**src/rtl/regfile_wb_arbiter.sv**
```systemverilog
// Writeback arbiter for the shared register-file write port: ALU has priority,
// the memory unit is forced through after STARVE_LIMIT stalled cycles. Also tracks pending writes.
module regfile_wb_arbiter #(
   parameter int DATA_W       = 32,
   parameter int ADDR_W       = 5,
   parameter int STARVE_LIMIT = 4
) (
   input  logic              clk,
   input  logic              rst_n,
   input  logic              alu_valid,
   output logic              alu_ready,
   input  logic [ADDR_W-1:0] alu_addr,
   input  logic [DATA_W-1:0] alu_data,
   input  logic              mem_valid,
   output logic              mem_ready,
   input  logic [ADDR_W-1:0] mem_addr,
   input  logic [DATA_W-1:0] mem_data,
   input  logic              rsv_valid,
   input  logic [ADDR_W-1:0] rsv_addr,
   input  logic [ADDR_W-1:0] chk1_addr,
   input  logic [ADDR_W-1:0] chk2_addr,
   output logic              chk1_busy,
   output logic              chk2_busy,
   output logic              rf_we,
   output logic [ADDR_W-1:0] rf_wr_addr,
   output logic [DATA_W-1:0] rf_wr_data,
   output logic              rsv_conflict
);

   localparam int NREG = 1 << ADDR_W;

   logic [3:0]        wait_cnt;
   logic              force_mem;
   logic              alu_grant;
   logic              mem_grant;
   logic              grant;
   logic [ADDR_W-1:0] win_addr;
   logic [DATA_W-1:0] win_data;
   logic              rsv_set;
   logic              rsv_clr_same;
   logic [NREG-1:0]   busy;
   logic [NREG-1:0]   busy_nxt;

   assign force_mem = (wait_cnt >= 4'(STARVE_LIMIT));
   assign alu_ready = rst_n && !force_mem;
   assign mem_ready = rst_n && (force_mem || !alu_valid);

   assign alu_grant = alu_valid && alu_ready;
   assign mem_grant = mem_valid && mem_ready;
   assign grant     = alu_grant || mem_grant;
   assign win_addr  = mem_grant ? mem_addr : alu_addr;
   assign win_data  = mem_grant ? mem_data : alu_data;

   assign rsv_set      = rsv_valid && (rsv_addr != '0);
   assign rsv_clr_same = grant && (win_addr == rsv_addr);

   // Set is applied after clear so a same-edge reservation survives the writeback.
   always_comb begin
      busy_nxt = busy;
      if (grant)
         busy_nxt[win_addr] = 1'b0;
      if (rsv_set)
         busy_nxt[rsv_addr] = 1'b1;
      busy_nxt[0] = 1'b0;
   end

   always_ff @(posedge clk) begin
      if (!rst_n) begin
         wait_cnt     <= '0;
         busy         <= '0;
         rsv_conflict <= 1'b0;
         rf_we        <= 1'b0;
         rf_wr_addr   <= '0;
         rf_wr_data   <= '0;
      end else begin
         if (!mem_valid || mem_grant)
            wait_cnt <= '0;
         else if (wait_cnt != 4'd15)
            wait_cnt <= wait_cnt + 4'd1;

         busy         <= busy_nxt;
         rsv_conflict <= rsv_set && busy[rsv_addr] && !rsv_clr_same;

         rf_we <= grant && (win_addr != '0);
         if (grant) begin
            rf_wr_addr <= win_addr;
            rf_wr_data <= win_data;
         end
      end
   end

   // The output-stage term covers the cycle before the register file commits.
   assign chk1_busy = (chk1_addr != '0) &&
                      (busy[chk1_addr] || (rf_we && (rf_wr_addr == chk1_addr)));
   assign chk2_busy = (chk2_addr != '0) &&
                      (busy[chk2_addr] || (rf_we && (rf_wr_addr == chk2_addr)));

endmodule

```
**config.mk**
```make
export PLATFORM = sky130hd
export DESIGN_NAME = regfile_wb_arbiter
export DESIGN_NICKNAME = d
export VERILOG_FILES = /design/src/rtl/regfile_wb_arbiter.sv
export SDC_FILE = /design/constraint.sdc
export NUM_CORES = 1
export LEC_CHECK = 0
export CORE_UTILIZATION = 32
export CTS_CLUSTER_SIZE = 30
export DETAILED_ROUTE_END_ITERATION = 12
export DONT_BUFFER_PORTS = 1
export SLEW_MARGIN = 20
export SYNTH_ARGS = -nofsm -noshare
export SYNTH_HDL_FRONTEND = slang
export SYNTH_SLANG_ARGS = --single-unit
export TNS_END_PERCENT = 100
```
**constraint.sdc**
```tcl
create_clock -name clk -period 3.8 [get_ports clk]
set_input_delay 0.38 -clock clk [delete_from_list [all_inputs] [get_ports clk]]
set_output_delay 0.38 -clock clk [all_outputs]
set_load 0.02 [all_outputs]
```
== After elaboration in Yosys (flattened, before gate mapping) ==
Index checks and enable logic that the tools add are counted.
Word-level totals
  input bits: 94
  logic and storage cells: 66
  output and inout port bits: 43
  register bits after elaboration: 75
Operators by class
  mux-type cells: 14
  eq/ne operators: 4
  reductions and logical operators: 29
  magnitude comparators: 7
  $add $sub $neg: 1
  bitwise gates (word level): 4
Operators by type and width (number)
  2-to-1 mux 32 bit: 3
  bitwise AND 32 bit: 1
  NOT 32 bit: 1
  OR 32 bit: 1
  less-than comparator 5 x 6 -> 1 bit (second input constant): 4
  nonzero test 5 bit: 4
  binary-select mux 1 bit (select 5 bit): 3
  == test 5 bit: 3
  logical AND 1 bit: 15
  demux 1 bit (select 5 bit): 2
  >= comparator 5 x 1 -> 1 bit (second input constant): 2
  logical OR 1 bit: 5
  2-to-1 mux 1 bit: 5
  2-to-1 mux 5 bit: 1
  adder 4 x 1 -> 4 bit (second input constant): 1
  >= comparator 4 x 3 -> 1 bit (second input constant): 1
  zero test 1 bit: 4
  inequality test 4 bit (second input constant): 1
  OR reduction 2 bit: 1
  NOT 1 bit: 1

== Depth between registers and ports, before layout ==
  word-level depth: 14
  mapped depth: 7
  depth with buffers taken out: 5

== Worst setup path before layout ==
No wires, ideal clock.
  kind: in2out
  start: input port chk2_addr[0]
  end: output port chk2_busy
  required time: 3420 ps
  path slack: 1486 ps
  stages on the path: 5
  arrival: 1934 ps
  buffers on the path: 1
  path through: buf_2 mux4_2 mux2_2 a2111oi_0 nor3_1
Between the ends
  cells in the longest elaborated chain, start to end: 4
  elaborated cells between the ends (all ways): 7
  those cells by class: eq/ne: 1; mux: 2; reduce/logical: 4
RTL lines
  from (decl): line 21  | input logic [ADDR_W-1:0] chk2_addr,
  binary-select mux 1 bit (select 5 bit) or == test 5 bit (tied branches): line 96  | (busy[chk2_addr] || (rf_we && (rf_wr_addr == chk2_addr)));
  2-to-1 mux 1 bit (implied by the code) or logical AND 1 bit (tied branches): line 96
  logical OR 1 bit: line 96
  logical AND 1 bit (*): line 95  | assign chk2_busy = (chk2_addr != '0) &&
  to (decl): line 23  | output logic chk2_busy,
Every way passes the cells marked *; elsewhere a longest branch is shown, timed or not. The select of a mux whose other input is x is not followed.

== Worst setup path after layout ==
  start: register rf_wr_addr[3]
  end: output port chk2_busy
Between the ends
  cells in the longest elaborated chain, start to end: 4
RTL lines
  from (decl): line 25  | output logic [ADDR_W-1:0] rf_wr_addr,
  from (signal assigned): line 86  | rf_wr_addr <= win_addr;
  == test 5 bit: line 96
  logical AND 1 bit: line 96
  logical OR 1 bit: line 96
  logical AND 1 bit: line 95
Every way passes these cells.

==> results.md <==
* M1 GR Usage at 0.2265
* Initial core utilization at 0.3275
* WS Path Type: reg2out
* Count leader, synth: dfxtp_1
* Chip width at between 100 and 150 microns
* Period utilization at 0.6660
* Met3 Use GR at 0.05309
* RSZ-0062 raised after global routing: false
* Synth area leader: dfxtp_1
* Unique masters post-synth at 49
* Gr busiest metal: met2
* Pwr Total at ~1.9 mW
* Vias per cell at approximately 6
* Die Y-Extent at 118.4 microns
* Final net count at ~560
* Syn_nets at ~590
* Routed Antenna Nets at 0
* Total grt overflow at 0
* Sequential share of the synthesized area at 0.3416
* Clock Root Buffer: clkbuf_16
* Routed wire length at 12,340 microns
* Number of port buffers at 0
* Main synth FF type: dfxtp_1
* Routed WL per cell at 19.13 microns
* Leakage at around 1.6 nW
* Final setup margin at approximately 1300 ps
* Largest net degree at the start of global routing at slightly above 70
* Syn. warnings at 0
* Critical Path Fanout Max at 4
* Std-Cell Core Area at 13,240 sq um
* Share of cells above drive strength 1 at 0.09595
* Setup Total Neg Slack at 0 ps
* #FFs+latches synth at 74
* DR DRC count at 0
* Top cells by area, synth: dfxtp_1 (34%), mux2i_1 (10%), mux4_2 (9.9%)
* Share of the synthesized area in the top cell type at 0.3416
* Mean Syn Cell Area at 8.779 sq um
* Worst-Skew Late Latency at around 330 ps
* CTS-repair resized insts at 0
* Worst slack at placement at around 1500 ps
* Arrival time worst endpoint at between 2000 and 2500 ps
* Slew Viols, Final at 0
* ANT cells at 0
* Setup violators final at 0
* Die area at around 14,000 sq um
* Slew margin rel. at 0.3832
* Via count at around 3,800
* I/O Pins at about 140
* Fmax at 395.1 MHz
* Clock Sinks at 74
* Data required, critical path at 3420 ps
* Post-synth EDFFs at 0
* Total GRT Usage at 0.1769
* Met2 Usage GRT at 0.2868
* Max-Cap Viols at 0
* CTS buffer count at 9
* Cell Pwr Density at 398.1 nW/um^2
* Final hold vios at 0
* P&R area growth vs syn at 7.848%
* Cell area after synthesis at around 4300 sq um
* Setup Skew at between 4 and 5 ps
* Non-filler cells, final at between 600 and 700
* Core Rows at between 40 and 50
* Run status: finished, final reports clean
* Min Tclk post-route at between 2000 and 3000 ps
* Worst Setup End Kind: primary output
* Worst VDD drop at about 170 uV
* Startpoint types: flop
* Placed Cells at about 630
* Slew of the pin with the lowest slew margin at approximately 920 ps
* DRT Pass-1 Iters at 5
* Hold slack at between 150 and 200 ps
* Synth cell count leaders: dfxtp_1 (74), nor2_1 (50), mux2i_1 (45)
* RD Place Congestion at around 0.9
* First-pass GRT wire length at 19,230 microns
* Clock Path Buffers at 2
* Initial antenna violation count at 0
* TritonCTS clock tree: built
* Initial DRC Count at between 200 and 300
* Share of flip-flops with an asynchronous set or reset at 0
* Detail Placement HPWL at 9270 microns
* Post-CTS Setup Inserts at 0
* Mapped Cells at about 490
* Hold Path Class: in2reg
* Max H-tree Level at 3
* CTS Hold Bufs at 0
* Vias in the first global route at around 3,600
* Worst-path clk slew at 60 ps
-- logic make-up after synthesis --
group,Yosys count,synth area share
AO/OA/AOI/OAI,141,0.2051
XOR/XNOR,13,0.02626
adder cells (fa/ha/maj),1,0.002885
buffers and inverters,44,0.04126
flip-flops,74,0.3416
multiplexers,69,0.2155
other,1,0.0008647
AND/OR/NAND/NOR,151,0.1665
-- per-stage QoR --
step | utilization | area (sq um)
finish | 0.3532 | 4677
CTS | 0.3531 | 4676
global route | 0.3532 | 4677
global placement | 0.3317 | 4393
detailed placement | 0.3317 | 4393
floorplan | - | 4337
-- critical path, stage by stage (launching register included) --
cell,delay [ps]
dfxtp_1,610
xor2_1,130
nor4_1,250
and3_1,210
nor3_1,60
nor3_1,550
-- flip-flops by register name, summed over array words and instances (netlist names) --
| register | cells |
|---|---|
| rf_wr_addr | 5 |
| busy | 31 |
| rf_we | 1 |
| wait_cnt | 4 |
| rsv_conflict | 1 |
| rf_wr_data | 32 |
-- metal layers --
| layer | vias to the layer above | routed length (microns) |
|---|---|---|
| li1 | 1777 | - |
| met1 | 1795 | 5349 |
| met2 | 196 | 5573 |
| met3 | 12 | 1235 |
| met4 | 0 | 183 |
| met5 | - | 0 |
-- power breakdown --
part	leakage (nW)	internal, mW	switching, mW	total (mW)
logic	0.891	0.0885	0.103	0.191
registers	0.607	0.814	0.0770	0.891
clock network	0.128	0.461	0.318	0.779
total	1.63	1.36	0.498	1.86
-- final cells by class --
type,instances,area [sq um]
clock buffer,11,242.7
clock inverter,5,40.04
fill,1371,8566
inverter,2,8.758
multi-input combinational,376,2676
sequential,74,1481
tap,176,220.2
timing repair buffer,1,7.507
-- cell usage in the layout (no fill, tap or decap), types with 4 or more instances in the layout --
| master | instances |
|---|---|
| nand2_1 | 41 |
| o211ai_1 | 6 |
| nand3_1 | 10 |
| nor3_1 | 9 |
| nor2_1 | 50 |
| mux2i_1 | 45 |
| dfxtp_1 | 74 |
| a311oi_1 | 4 |
| nand2b_1 | 6 |
| nor4_1 | 7 |
| o21ai_0 | 28 |
| mux4_2 | 19 |
| mux2_2 | 5 |
| xor2_1 | 10 |
| a21oi_1 | 38 |
| o21ai_1 | 11 |
| clkbuf_16 | 9 |
| a211oi_1 | 37 |
| nor2b_1 | 6 |
| and3_1 | 5 |
-- final timing paths --
path,startpoint,endpoint,slack [ps],cells past startpoint
setup / recovery,rf_wr_addr[3],chk2_busy,1270,5
setup reg to reg,wait_cnt[3],rsv_conflict,1520,5
hold reg to reg,wait_cnt[0],wait_cnt[0],440,1
hold / removal,rst_n,rsv_conflict,190,2
(Power assumes the default switching activity.)
